<file path="config.mk">
export PLATFORM = sky130hd
export DESIGN_NAME = mux4_rr_arbiter_flat
export DESIGN_NICKNAME = d
export VERILOG_FILES = /design/src/rtl/mux4_rr_arbiter_if.sv /design/src/rtl/mux4_rr_arbiter.sv /design/src/flat_wrapper.sv
export SDC_FILE = /design/constraint.sdc
export NUM_CORES = 1
export LEC_CHECK = 0
export ABC_AREA = 1
export CORE_MARGIN = 3
export CORE_UTILIZATION = 30
export DETAILED_ROUTE_END_ITERATION = 12
export GPL_ROUTABILITY_DRIVEN = 0
export HOLD_SLACK_MARGIN = 0.15
export PLACE_DENSITY = 0.67
export SLEW_MARGIN = 20
export SYNTH_ARGS = -nofsm -noshare
export SYNTH_HDL_FRONTEND = slang
export SYNTH_SLANG_ARGS = --single-unit
</file>
<file path="constraint.sdc">
create_clock -name clk -period 1.7 [get_ports clk]
set_clock_uncertainty 0.1 [all_clocks]
set_input_delay 0.34 -clock clk [delete_from_list [all_inputs] [get_ports clk]]
set_output_delay 0.34 -clock clk [all_outputs]
set_load 0.01 [all_outputs]
</file>
<file path="src/rtl/mux4_rr_arbiter_if.sv">
// Bundle of request, data and grant signals shared by the four requesters
// and the round-robin mux arbiter.
interface mux4_rr_arbiter_if #(
  parameter int DW = 8
);
  logic [3:0]    req;
  logic [DW-1:0] d0;
  logic [DW-1:0] d1;
  logic [DW-1:0] d2;
  logic [DW-1:0] d3;
  logic [3:0]    gnt;
  logic [1:0]    sel;
  logic [DW-1:0] y;
  logic          y_valid;
  logic          busy;

  modport master (
    output req, d0, d1, d2, d3,
    input  gnt, sel, y, y_valid, busy
  );

  modport slave (
    input  req, d0, d1, d2, d3,
    output gnt, sel, y, y_valid, busy
  );
endinterface

</file>
<file path="src/rtl/mux4_rr_arbiter.sv">
// Round-robin arbiter for a shared 4-to-1 data mux with a tenure limit.
//
// state | meaning
// IDLE  | no owner, gnt = 0, sel holds its last value
// GRANT | owner sel_q holds the mux, gnt = 1 << sel_q
module mux4_rr_arbiter #(
  parameter int DW       = 8,
  parameter int HOLD_MAX = 4
) (
  input logic             clk,
  input logic             rst_n,
  mux4_rr_arbiter_if.slave bus
);

  typedef enum logic {IDLE, GRANT} state_t;

  localparam logic [3:0] CNT_LAST = 4'(HOLD_MAX - 1);

  state_t        state_q, state_d;
  logic [3:0]    gnt_q, gnt_d;
  logic [1:0]    sel_q, sel_d;
  logic [1:0]    last_q, last_d;
  logic [3:0]    cnt_q, cnt_d;
  logic          busy_q;
  logic [DW-1:0] y_q;
  logic          y_valid_q;
  logic [DW-1:0] d_sel;
  logic [3:0]    own_mask;
  logic [3:0]    others;

  // First set bit of m searching upward from the slot after last.
  function automatic logic [1:0] rr_pick(input logic [3:0] m, input logic [1:0] last);
    logic [1:0] idx;
    logic       found;
    rr_pick = last;
    found   = 1'b0;
    for (int i = 1; i <= 4; i++) begin
      idx = last + 2'(i);
      if (!found && m[idx]) begin
        rr_pick = idx;
        found   = 1'b1;
      end
    end
  endfunction

  assign own_mask = 4'b0001 << sel_q;
  assign others   = bus.req & ~own_mask;

  // Next owner, tenure count and grant outputs.
  always_comb begin
    state_d = state_q;
    gnt_d   = gnt_q;
    sel_d   = sel_q;
    last_d  = last_q;
    cnt_d   = cnt_q;
    unique case (state_q)
      IDLE: begin
        if (bus.req != 4'b0000) begin
          state_d = GRANT;
          sel_d   = rr_pick(bus.req, last_q);
          gnt_d   = 4'b0001 << sel_d;
          last_d  = sel_d;
          cnt_d   = 4'd0;
        end
      end
      GRANT: begin
        if (!bus.req[sel_q]) begin
          if (bus.req != 4'b0000) begin
            sel_d  = rr_pick(bus.req, last_q);
            gnt_d  = 4'b0001 << sel_d;
            last_d = sel_d;
            cnt_d  = 4'd0;
          end else begin
            state_d = IDLE;
            gnt_d   = 4'b0000;
          end
        end else if (cnt_q == CNT_LAST) begin
          cnt_d = 4'd0;
          // Tenure expired: hand over only if someone else is waiting.
          if (others != 4'b0000) begin
            sel_d  = rr_pick(others, last_q);
            gnt_d  = 4'b0001 << sel_d;
            last_d = sel_d;
          end
        end else begin
          cnt_d = cnt_q + 4'd1;
        end
      end
      default: begin
        state_d = IDLE;
        gnt_d   = 4'b0000;
      end
    endcase
  end

  // Arbitration state and registered grant outputs.
  always_ff @(posedge clk) begin
    if (!rst_n) begin
      state_q <= IDLE;
      gnt_q   <= 4'b0000;
      sel_q   <= 2'd0;
      last_q  <= 2'd3;
      cnt_q   <= 4'd0;
      busy_q  <= 1'b0;
    end else begin
      state_q <= state_d;
      gnt_q   <= gnt_d;
      sel_q   <= sel_d;
      last_q  <= last_d;
      cnt_q   <= cnt_d;
      busy_q  <= (state_d == GRANT);
    end
  end

  // Data word of the current owner.
  always_comb begin
    d_sel = bus.d0;
    unique case (sel_q)
      2'd0: d_sel = bus.d0;
      2'd1: d_sel = bus.d1;
      2'd2: d_sel = bus.d2;
      2'd3: d_sel = bus.d3;
      default: d_sel = bus.d0;
    endcase
  end

  // Capture owner data while it is still requesting.
  always_ff @(posedge clk) begin
    if (!rst_n) begin
      y_q       <= '0;
      y_valid_q <= 1'b0;
    end else if ((gnt_q != 4'b0000) && bus.req[sel_q]) begin
      y_q       <= d_sel;
      y_valid_q <= 1'b1;
    end else begin
      y_valid_q <= 1'b0;
    end
  end

  assign bus.gnt     = gnt_q;
  assign bus.sel     = sel_q;
  assign bus.busy    = busy_q;
  assign bus.y       = y_q;
  assign bus.y_valid = y_valid_q;

endmodule

</file>
<file path="src/flat_wrapper.sv">
// flat-port wrapper written by rule: the top's interface ports become plain ports
module mux4_rr_arbiter_flat 
#(
  parameter int DW       = 8,
  parameter int HOLD_MAX = 4
)
  (clk, rst_n, bus_req, bus_d0, bus_d1, bus_d2, bus_d3, bus_gnt, bus_sel, bus_y, bus_y_valid, bus_busy);
  mux4_rr_arbiter_if #(.DW(DW)) bus_i ();
  input logic clk;
  input logic rst_n;
  input wire logic [$bits(bus_i.req)-1:0] bus_req;
  input wire logic [$bits(bus_i.d0)-1:0] bus_d0;
  input wire logic [$bits(bus_i.d1)-1:0] bus_d1;
  input wire logic [$bits(bus_i.d2)-1:0] bus_d2;
  input wire logic [$bits(bus_i.d3)-1:0] bus_d3;
  output wire logic [$bits(bus_i.gnt)-1:0] bus_gnt;
  output wire logic [$bits(bus_i.sel)-1:0] bus_sel;
  output wire logic [$bits(bus_i.y)-1:0] bus_y;
  output wire logic [$bits(bus_i.y_valid)-1:0] bus_y_valid;
  output wire logic [$bits(bus_i.busy)-1:0] bus_busy;
  assign bus_i.req = bus_req;
  assign bus_i.d0 = bus_d0;
  assign bus_i.d1 = bus_d1;
  assign bus_i.d2 = bus_d2;
  assign bus_i.d3 = bus_d3;
  assign bus_gnt = bus_i.gnt;
  assign bus_sel = bus_i.sel;
  assign bus_y = bus_i.y;
  assign bus_y_valid = bus_i.y_valid;
  assign bus_busy = bus_i.busy;
  mux4_rr_arbiter #(.DW(DW), .HOLD_MAX(HOLD_MAX)) u_core (.clk(clk), .rst_n(rst_n), .bus(bus_i));
endmodule
</file>
# Yosys cells after proc, flatten, opt, wreduce, memory -nomap -nowiden
# Index checks and enable logic that the tools add are counted.
dict set report totals {
  reg_bits 22
  wordCells 149
  in_bits 38
}
dict set report classes {
  n_eq_ne 8
  addsub 4
  shift 4
  n_lt_le_gt_ge 5
  n_bitwise 3
  muxes 93
  reduce_logical 25
}
# operator count
set op_table {}
lappend op_table {{2-to-1 mux 2 bit} 25}
lappend op_table {{2-to-1 mux 1 bit} 46}
lappend op_table {{2-to-1 mux 4 bit} 8}
lappend op_table {{one-hot mux 8 bit (4 select lines)} 1}
lappend op_table {{binary-select mux 1 bit (select 2 bit)} 9}
lappend op_table {{one-hot mux 4 bit (2 select lines)} 2}
lappend op_table {{<< shifter 1 x 2 -> 4 bit, first input constant} 4}
lappend op_table {{less-than comparator 2 x 3 -> 1 bit, second input constant} 5}
lappend op_table {{nonzero test 4 bit} 3}
lappend op_table {{logical AND 1 bit} 10}
lappend op_table {{logical NOT 1 bit} 9}
lappend op_table {{inequality test 3 bit, second input constant} 3}
lappend op_table {{adder 2 bit, second input constant} 2}
lappend op_table {{adder 4 x 1 -> 4 bit, second input constant} 1}
lappend op_table {{AND 4 bit} 1}
lappend op_table {{== test 2 bit, second input constant} 2}
lappend op_table {{== test 4 x 2 -> 1 bit, second input constant} 1}
lappend op_table {{NOT 4 bit} 1}
lappend op_table {{one-hot mux 2 bit (2 select lines)} 1}
lappend op_table {{AND reduction 4 bit} 1}
lappend op_table {{AND reduction 3 bit} 1}
lappend op_table {{adder 2 x 1 -> 2 bit, second input constant} 1}
lappend op_table {{== test 2 x 1 -> 1 bit, second input constant} 1}
lappend op_table {{logical NOT 2 bit} 1}
lappend op_table {{3 further kinds} 3}

# Logic depth before layout (Yosys ltp)
# Gate-level depths: netlist (run 1).
dict set report logic_depth {
  ltp_word 36
  depth_mapped 15
  mapped_depth_nobuf 14
}

# Worst setup path after synthesis (run 1)
# OpenSTA, ideal clock, no wires.
dict set report synth_path {
  path_kind {reg-to-reg}
  from {reg u_core.sel_q[1] (netlist: u_core.bus.sel[1])}
  to {reg u_core.gnt_q[1] (netlist: u_core.bus.gnt[1])}
  slack_ps 58
  t_arrival_ps 1423
  n_path_buf 0
  setup_ps 119
  period_less_slack_ps 1642
  path_stages_with_launch 12
  cell_sequence {dfxtp_1 inv_2 nand2_1 inv_2 nand2_2 nand3_2 nand2_2 a21oi_2 a21oi_2 inv_1 nor2_1 a21oi_1}
}
dict set report synth_via {
  elab_chain_cells 36
}
# item line
set synth_lines {}
lappend synth_lines {{start: declaration} mux4_rr_arbiter.sv:21} ;# logic [1:0] sel_q, sel_d;
lappend synth_lines {{start signal: assignment} mux4_rr_arbiter.sv:108} ;# sel_q <= sel_d;
lappend synth_lines {{<< shifter 1 x 2 -> 4 bit} mux4_rr_arbiter.sv:46} ;# assign own_mask = 4'b0001 << sel_q;
lappend synth_lines {{NOT 4 bit} mux4_rr_arbiter.sv:47} ;# assign others = bus.req & ~own_mask;
lappend synth_lines {{AND 4 bit} mux4_rr_arbiter.sv:47}
lappend synth_lines {{binary-select mux 1 bit (select 2 bit)} mux4_rr_arbiter.sv:39} ;# if (!found && m[idx]) begin
lappend synth_lines {{2-to-1 mux 1 bit (not written as such)} mux4_rr_arbiter.sv:39}
lappend synth_lines {{2-to-1 mux 1 bit} mux4_rr_arbiter.sv:39}
lappend synth_lines {{2-to-1 mux 1 bit} mux4_rr_arbiter.sv:80} ;# if (others != 4'b0000) begin
lappend synth_lines {{2-to-1 mux 1 bit} mux4_rr_arbiter.sv:77} ;# end else if (cnt_q == CNT_LAST) begin
lappend synth_lines {{[20 not listed]} n/a}
lappend synth_lines {{2-to-1 mux 2 bit} mux4_rr_arbiter.sv:77}
lappend synth_lines {{2-to-1 mux 2 bit} mux4_rr_arbiter.sv:67} ;# if (!bus.req[sel_q]) begin
lappend synth_lines {{2-to-1 mux 2 bit} mux4_rr_arbiter.sv:56} ;# unique case (state_q)
lappend synth_lines {{<< shifter 1 x 2 -> 4 bit} mux4_rr_arbiter.sv:82} ;# gnt_d = 4'b0001 << sel_d;
lappend synth_lines {{2-to-1 mux 4 bit} mux4_rr_arbiter.sv:80}
lappend synth_lines {{2-to-1 mux 4 bit} mux4_rr_arbiter.sv:77}
lappend synth_lines {{2-to-1 mux 4 bit} mux4_rr_arbiter.sv:67}
lappend synth_lines {{one-hot mux 4 bit (2 select lines)} mux4_rr_arbiter.sv:56}
lappend synth_lines {{end signal: assignment} mux4_rr_arbiter.sv:107} ;# gnt_q <= gnt_d;
lappend synth_lines {{end: declaration} mux4_rr_arbiter.sv:20} ;# logic [3:0] gnt_q, gnt_d;
# Several ways; a longest one is shown, not always the timed one. The select of a mux whose other input is x is not followed.
# A chain may end at the register's enable or synchronous reset.

# Worst setup path after layout (run 1)
dict set report layout_path {
  from {reg u_core.sel_q[1] (netlist: u_core.bus.sel[1])}
  to {reg u_core.gnt_q[3] (netlist: u_core.bus.gnt[3])}
}
# Same word-level chain as after synthesis.

==> load_flow_metrics.sql, run 1 <==
INSERT INTO impl_metrics (metric_group, metric, value, unit) VALUES
('grt', 'grt_start_max_net_pins', '14', ''),
('place', 'port_buffers', '53', ''),
('synthesis', 'synth_enable_flop_cells', '0', ''),
('routing', 'drt-total-wl', '5260', 'um'),
('power_and_ir_drop', 'power.clock.fraction', '8.7', '%'),
('synthesis', 'yosys-top-cells-area', 'dfxtp_1 28%, nand2_1 23%, nand3_1 11%, a221oi_1 4.4%, a21oi_1 4.1%', ''),
('timing', 'max_freq', '0.584', 'GHz'),
('grt', 'initial_antenna_violation_count', '0', ''),
('power_and_ir_drop', 'peakVddDrop', '601', 'uV'),
('cts', 'tritoncts_clock_tree', 'yes', ''),
('critical_path', 'crit_arrival', '1.77', 'ns'),
('final_layout', 'synthToLayoutAreaGrowth', '69.9', '%'),
('cts', 'clock_tree.buffer_depth', '2', ''),
('synthesis', 'synth_top_cell_by_area', 'dfxtp_1', ''),
('grt', 'grt_pass1_wl', '8340', 'um'),
('power_and_ir_drop', 'leakage', '1.27', 'nW'),
('final_layout', 'antenna-diode-count', '0', ''),
('critical_path', 'crit_path_max_incr_delay', '0.41', 'ns'),
('place', 'detailed_place_hpwl', '3900', 'um'),
('cts', 'clock_latency', '0.26', 'ns'),
('power_and_ir_drop', 'power.switching_fraction', '47.2', '%'),
('timing', 'slew-limit-headroom', '75.1', '%'),
('cts', 'cts.reportedPaths.clkPinSlew', '0.08', 'ns'),
('grt', 'grtUsageTotal', '16.4', '%'),
('final_layout', 'area.sequential', '454', 'sq um'),
('critical_path', 'worstSetupStartpointType', 'flip-flop', ''),
('synthesis', 'yosysWarningCount', '0', ''),
('critical_path', 'cp.required', '1.76', 'ns'),
('timing', 'fin_ws', '-0.0114', 'ns'),
('synthesis', 'yosys_top_cell_area_share', '27.6', '%'),
('final_layout', 'multi_input_area', '1200', 'sq um'),
('final_layout', 'final.fill_count', '500', ''),
('power_and_ir_drop', 'power-per-cell-area', '1570', 'nW/um^2'),
('synthesis', 'synth_cells', '260', ''),
('cts', 'numCtsBuffers', '3', ''),
('grt', 'globalRoute.totalOverflow', '0', ''),
('critical_path', 'crit_chain', 'inv_2, nand2_2, nand3_1, nand2_2, nand2_1, a21oi_2, nand2_1, nand2_1, nand2_1, nand2_2, nor2_1, nor2_1, nor2_1', ''),
('synthesis', 'postSynthRegisterBits', '22', ''),
('synthesis', 'synth_top_flop_cell', 'dfxtp_1', ''),
('place', 'dp_slack', '-0.468', 'ns'),
('power_and_ir_drop', 'comb_power_share', '71.0', '%'),
('timing', 'endpoints_failing_setup', '1', ''),
('critical_path', 'slowest_stage', 'dfxtp_4', ''),
('timing', 'report.final.slew_viol_count', '0', ''),
('floorplan', 'fp.coreArea', '4910', 'sq um'),
('floorplan', 'boundaryPins', '54', ''),
('power_and_ir_drop', 'post-layout-total-power', '4.26', 'mW'),
('critical_path', 'critical_path.most_common_cell', 'nand2_1', ''),
('timing', 'setup_repair_after_global_routing_missed_its_margin', 'yes', ''),
('run_status', 'run_status', 'finished with violations', ''),
('synthesis', 'synthesized_netlist_net_count', '299', ''),
('final_layout', 'finalNetCount', '391', ''),
('routing', 'drt_iter0_markers', '58', ''),
('floorplan', 'core.rowCount', '25', ''),
('critical_path', 'r2r_slack', '-0.01', 'ns'),
('routing', 'ant_nets', '0', ''),
('synthesis', 'synth_most_common_cell', 'nand2_1', ''),
('critical_path', 'crit_path_end_kind', 'flip-flop', ''),
('run_status', 'failed_checks', 'setup timing', ''),
('synthesis', 'synth_cell_type_count', '24', ''),
('synthesis', 'ys_seq_area_share', '27.6', '%'),
('synthesis', 'ys_top_cells_by_count', '99 x nand2_1, 35 x nand3_1, 22 x dfxtp_1', ''),
('run', 'maxCapViolations', '0', ''),
('power_and_ir_drop', 'power_report.internal_total', '2.25', 'mW'),
('cts', 'cts_root_buffer', 'clkbuf_8', ''),
('timing', 'worst_pin_slew', '0.369', 'ns'),
('floorplan', 'dieHeight', '78.9', 'um'),
('cts', 'cts_hold_buffers', '0', ''),
('floorplan', 'initial_cell_density_of_the_core', '32.5', '%'),
('timing', 'report.final.hold_viol_count', '0', ''),
('routing', 'detail_route.first_pass.iterations', '4', '');
## critical path: cells and delay by family (launching register included)
family                 cells  cell delay [ns]
AO/OA/AOI/OAI              1             0.12
AND/OR/NAND/NOR           11             0.92
flip-flops                 1             0.41
buffers and inverters      1             0.06
## timing repair
action | CTS | global route
pin swaps | 3 | 18
setup buffers | 1 | 10
endpoints found under the hold margin | 0 | 0
endpoints found under the setup margin | 22 | 12
resized for setup | 20 | 47
## cells in the final DEF (no fill, tap or decap)
cell type and count:
nand2_1 76, clkdlybuf4s50_1 47, buf_4 35, nand3_1 26, nand2_2 25, dfxtp_1 17, inv_1 14, nor2_1 14
nand3_2 11, a21oi_1 11, o21ai_0 10, inv_2 9, a221oi_1 8, nand2_4 7, dlygate4sd2_1 6, o21ai_1 5
clkbuf_8 4, a21oi_4 3, a21oi_2 3, buf_6 3, dfxtp_4 3, nor2_2 2, nand4_1 2, dfxtp_2 2
clkinv_1 1, o41ai_2 1, nor4_4 1, inv_6 1, o21ai_4 1, xor2_1 1, xnor2_1 1, ha_1 1
## cell families after synthesis
group	after synthesis	share of synthesized area, %
DFF	22	27.6
AOI/OAI and AO/OA	42	17.0
and+or+nand+nor	164	45.3
adders and majority gates	1	0.785
buffers and inverters	29	8.24
xor gates and xnor gates	2	1.10
## layout make-up
| type | instances | share of cell area, % |
|---|---|---|
| inverter | 25 | 3.65 |
| sequential | 22 | 16.8 |
| tap | 67 | 3.09 |
| multi-input combinational | 209 | 44.2 |
| timing repair buffer | 91 | 30.3 |
| clock buffer | 4 | 2.03 |
## metrics by stage
step,util (%),instances,hold slack [ns]
2_1_floorplan,-,260,0.347
3_3_place_gp,48.3,403,0.360
3_5_place_dp,48.3,403,0.370
4_1_cts,50.2,408,0.386
5_1_grt,55.2,418,0.411
6_report,55.2,418,0.385
## worst paths after layout
check,to,start,cells past startpoint
hold reg to reg,u_core.bus.y[2],u_core.bus.y[2],2
hold / removal,u_core.bus.y[2],u_core.bus.y[2],2
setup reg to reg,u_core.bus.gnt[3],u_core.bus.sel[1],13
setup / recovery,u_core.bus.gnt[3],u_core.bus.sel[1],13
## power by group through the flow
stage | registers [mW] | clock network, mW | logic [mW]
after CTS | 0.835 | 0.381 | 2.51
after detailed placement | 0.825 | 0 | 2.47
after global routing | 0.881 | 0.400 | 3.35
after global placement | 0.821 | 0 | 2.46
final | 0.861 | 0.372 | 3.02
after floorplan | 0.851 | 0 | 1.54
## layer usage
metal	global-route usage, %	wire length, um	vias up
met2	28.4	2630	70
met3	2.83	342	4
met5	0	0	-
met1	21.6	2260	917
li1	-	-	1042
met4	2.58	33	0
## state kept, by name, indices dropped and copies added (netlist names)
signal	cells
u_core.bus.gnt	4
u_core.bus.sel	2
u_core.bus.y	8
u_core.bus.y_valid	1
u_core.cnt_q	4
u_core.last_q	2
u_core.state_q	1
No activity file was read; power rests on OpenSTA's default activity.
==> run 2: changes to the inputs <==
CTS_BUF_LIST = sky130_fd_sc_hd__clkbuf_16   (was default)
==> run 2 against run 1 <==
Fmax rose by 0.21%. Critical path type unchanged. Sequential share of layout area barely moved. Global-route usage rose by 0.17 points. Wire length fell by 0.74%. Die area did not move. The run still ends with setup timing left. Clock-buffer cell count fell by 1. First-iteration DRC count rose by 16%. Critical endpoint unchanged. Cell area rose by 0.14%. Sequential power barely moved. Hold slack got worse by 0.0048 ns. Combinational power barely moved. Non-clock buffer count fell by 3.
==> load_flow_metrics.sql, run 2 (synthesized netlist as in run 1, its figures left out) <==
INSERT INTO impl_metrics (metric_group, metric, value, unit) VALUES
('run_status', 'run_status', 'finished with violations', ''),
('run_status', 'failed_checks', 'setup timing', ''),
('critical_path', 'worstSetupStartpointType', 'flip-flop', ''),
('timing', 'share_of_the_clock_period_used_by_the_worst_path', '100', '%'),
('final_layout', 'number_of_flip_flops_under_the_largest_register_name', '8', ''),
('place', 'detailed_place.area', '2370', 'sq um'),
('timing', 'report.final.slew_viol_count', '0', ''),
('place', 'port_buffers', '53', ''),
('routing', 'wl_met1', '2270', 'um'),
('final_layout', 'antenna-diode-count', '0', ''),
('place', 'detailed_place_hpwl', '3900', 'um'),
('grt', 'initial_antenna_violation_count', '0', ''),
('timing', 'max_freq', '0.586', 'GHz'),
('routing', 'met2_routed_wl', '2630', 'um'),
('cts', 'cts_hold_buffers', '0', ''),
('power_and_ir_drop', 'power.net_switching', '2.02', 'mW'),
('grt', 'grt_pass1_vias', '1836', ''),
('power_and_ir_drop', 'power.clock.fraction', '11.3', '%'),
('critical_path', 'critical_path_peak_fanout', '6', ''),
('timing', 'slew-limit-headroom', '73.4', '%'),
('cts', 'numClockSinks', '22', ''),
('critical_path', 'r2r_cells', '14', ''),
('routing', 'detail_route.first_pass.iterations', '4', ''),
('min_path', 'min-delay-path-class', 'flip-flop to flip-flop', ''),
('floorplan', 'dieHeight', '78.9', 'um'),
('critical_path', 'crit_arrival', '1.75', 'ns'),
('place', 'dp_slack', '-0.468', 'ns'),
('power_and_ir_drop', 'power-per-cell-area', '1600', 'nW/um^2'),
('routing', 'met3_wirelength', '279', 'um'),
('critical_path', 'crit_path_end_kind', 'flip-flop', ''),
('min_path', 'holdPathStages', '2', ''),
('power_and_ir_drop', 'seq_power_share', '19.8', '%'),
('power_and_ir_drop', 'power.switching_fraction', '46.6', '%'),
('final_layout', 'final.fill_count', '506', ''),
('min_path', 'hold_path_end', 'u_core.bus.y[2]', ''),
('run', 'maxCapViolations', '0', ''),
('timing', 'endpoints_failing_setup', '1', ''),
('final_layout', 'multi_input_area', '1190', 'sq um'),
('cts', 'tritoncts_clock_tree', 'yes', ''),
('cts', 'cts-htree-levels', '1', ''),
('timing', 'report.final.hold_viol_count', '0', ''),
('timing', 'fin_ws', '-0.00771', 'ns'),
('min_path', 'hold_start', 'u_core.bus.y[2]', ''),
('grt', 'globalRoute.totalOverflow', '0', ''),
('power_and_ir_drop', 'peakVddDrop', '705', 'uV'),
('critical_path', 'r2r_slack', '-0.008', 'ns'),
('final_layout', 'final_design_area_no_fill', '2710', 'sq um'),
('floorplan', 'die_area', '6220', 'sq um'),
('grt', 'grt_start_max_net_pins', '14', ''),
('routing', 'dr.max_layer_used', 'met4', ''),
('routing', 'wl_per_cell', '12.6', 'um'),
('floorplan', 'core.rowCount', '25', ''),
('floorplan', 'die_width', '78.9', 'um'),
('critical_path', 'worstReg2RegEnd', 'u_core.bus.gnt[3]', ''),
('final_layout', 'final_common_cell', 'nand2_1', ''),
('timing', 'timing.hold.ws', '0.381', 'ns'),
('cts', 'cts_root_buffer', 'clkbuf_16', ''),
('floorplan', 'boundaryPins', '54', ''),
('critical_path', 'cp.required', '1.74', 'ns'),
('final_layout', 'fraction_of_final_layout_cells_with_drive_strength_greater_than_1', '31.6', '%'),
('power_and_ir_drop', 'comb_power_share', '68.9', '%'),
('power_and_ir_drop', 'leakage', '1.26', 'nW'),
('timing', 'setup_repair_after_global_routing_missed_its_margin', 'yes', ''),
('final_layout', 'area.sequential', '454', 'sq um'),
('critical_path', 'timing.setup.critical_path_class', 'flip-flop to flip-flop', ''),
('final_layout', 'most-common-layout-cells', '75 x nand2_1, 47 x clkdlybuf4s50_1, 31 x buf_4, 27 x nand2_2, 26 x nand3_1', ''),
('timing', 'worst_pin_slew', '0.395', 'ns'),
('routing', 'ant_nets', '0', ''),
('timing', 'min_period', '1.71', 'ns'),
('power_and_ir_drop', 'power_report.internal_total', '2.31', 'mW'),
('final_layout', 'finalNetCount', '388', ''),
('routing', 'viasPerCell', '4.87', ''),
('cts', 'clock_latency', '0.25', 'ns'),
('floorplan', 'fp.coreArea', '4910', 'sq um'),
('routing', 'detail_route.drc_violations', '0', ''),
('grt', 'grt_pass1_wl', '8350', 'um'),
('final_layout', 'layout.cells.non_filler', '415', ''),
('routing', 'via_count', '2021', ''),
('floorplan', 'initial_cell_density_of_the_core', '32.5', '%'),
('grt', 'grtUsageTotal', '16.5', '%'),
('cts', 'numCtsBuffers', '3', ''),
('final_layout', 'synthToLayoutAreaGrowth', '70.2', '%'),
('routing', 'drt-total-wl', '5220', 'um'),
('critical_path', 'rr_startpoint', 'u_core.last_q[0]', ''),
('cts', 'cts.reportedPaths.clkPinSlew', '0.06', 'ns'),
('routing', 'drt_iter0_markers', '67', ''),
('cts', 'clock_tree.buffer_depth', '2', ''),
('place', 'numPlacedInstances', '403', '');
run 2: changes by cell type in the layout (fill, tap and decap cells not counted), sizes merged:
cell	change
clkinv	+1
dlygate4sd2	-1
clkdlybuf4s15	+1
clkbuf	-1
buf	-3
run 2: power by group through the flow:
| stage | registers (mW) | clock network, mW | logic [mW] |
|---|---|---|---|
| after CTS | 0.840 | 0.504 | 2.52 |
| after global routing | 0.878 | 0.523 | 3.30 |
| after floorplan | 0.851 | 0 | 1.54 |
| after detailed placement | 0.825 | 0 | 2.47 |
| final | 0.859 | 0.491 | 2.99 |
| after global placement | 0.821 | 0 | 2.46 |
run 2: final cells by class:
| class | instances | share of cell area [%] |
|---|---|---|
| multi-input combinational | 209 | 44.0 |
| clock buffer | 3 | 2.77 |
| inverter | 25 | 3.64 |
| timing repair buffer | 88 | 29.6 |
| tap | 67 | 3.09 |
| clock inverter | 1 | 0.138 |
| sequential | 22 | 16.7 |
run 2: worst max path at each step:
| stage | endpoint | slack [ns] | start |
|---|---|---|---|
| 2_1_floorplan | u_core.bus.gnt[1] | 0.06 | u_core.bus.sel[1] |
| 3_3_place_gp | u_core.bus.gnt[3] | -0.49 | bus_req[1] |
| 3_5_place_dp | u_core.bus.gnt[3] | -0.47 | bus_req[1] |
| 4_1_cts | u_core.last_q[0] | 0.003 | u_core.last_q[0] |
| 5_1_grt | u_core.bus.gnt[3] | -0.12 | u_core.last_q[0] |
| 6_report | u_core.bus.gnt[3] | -0.008 | u_core.last_q[0] |
run 2: metrics by stage:
step	TNS [ns]	power [mW]	util, %
final	-0.00771	4.34	55.2
after detailed placement	-8.07	3.29	48.3
after floorplan	0	2.40	-
after global routing	-0.804	4.70	55.2
after global placement	-8.27	3.28	48.3
after CTS	0	3.87	50.8
run 2: layer usage:
layer  track usage, %  vias to the layer above
met5                0                        -
met1             21.3                      915
met2             28.8                       64
met3             2.83                        6
met4             3.61                        0
li1                 -                     1036
run 2: what timing repair did:
item / 4_1_cts / 5_1_grt
pin swaps: 3 / 14
gates resized for setup: 22 / 48
setup buffers: 1 / 7
gates cloned: 0 / 0
endpoints found under the setup margin: 22 / 11
run 2: critical path: stages, from the launching register on:
cell and delay (ns):
dfxtp_4 0.39, buf_6 0.13, nand2_2 0.06, inv_2 0.08, nand2_2 0.07, nand2_2 0.08, nand2_1 0.06, a21oi_2 0.12
nand2_1 0.08, nand2_1 0.07, nand2_1 0.06, nand2_2 0.10, nor2_1 0.05, nor2_1 0.10, nor2_1 0.04
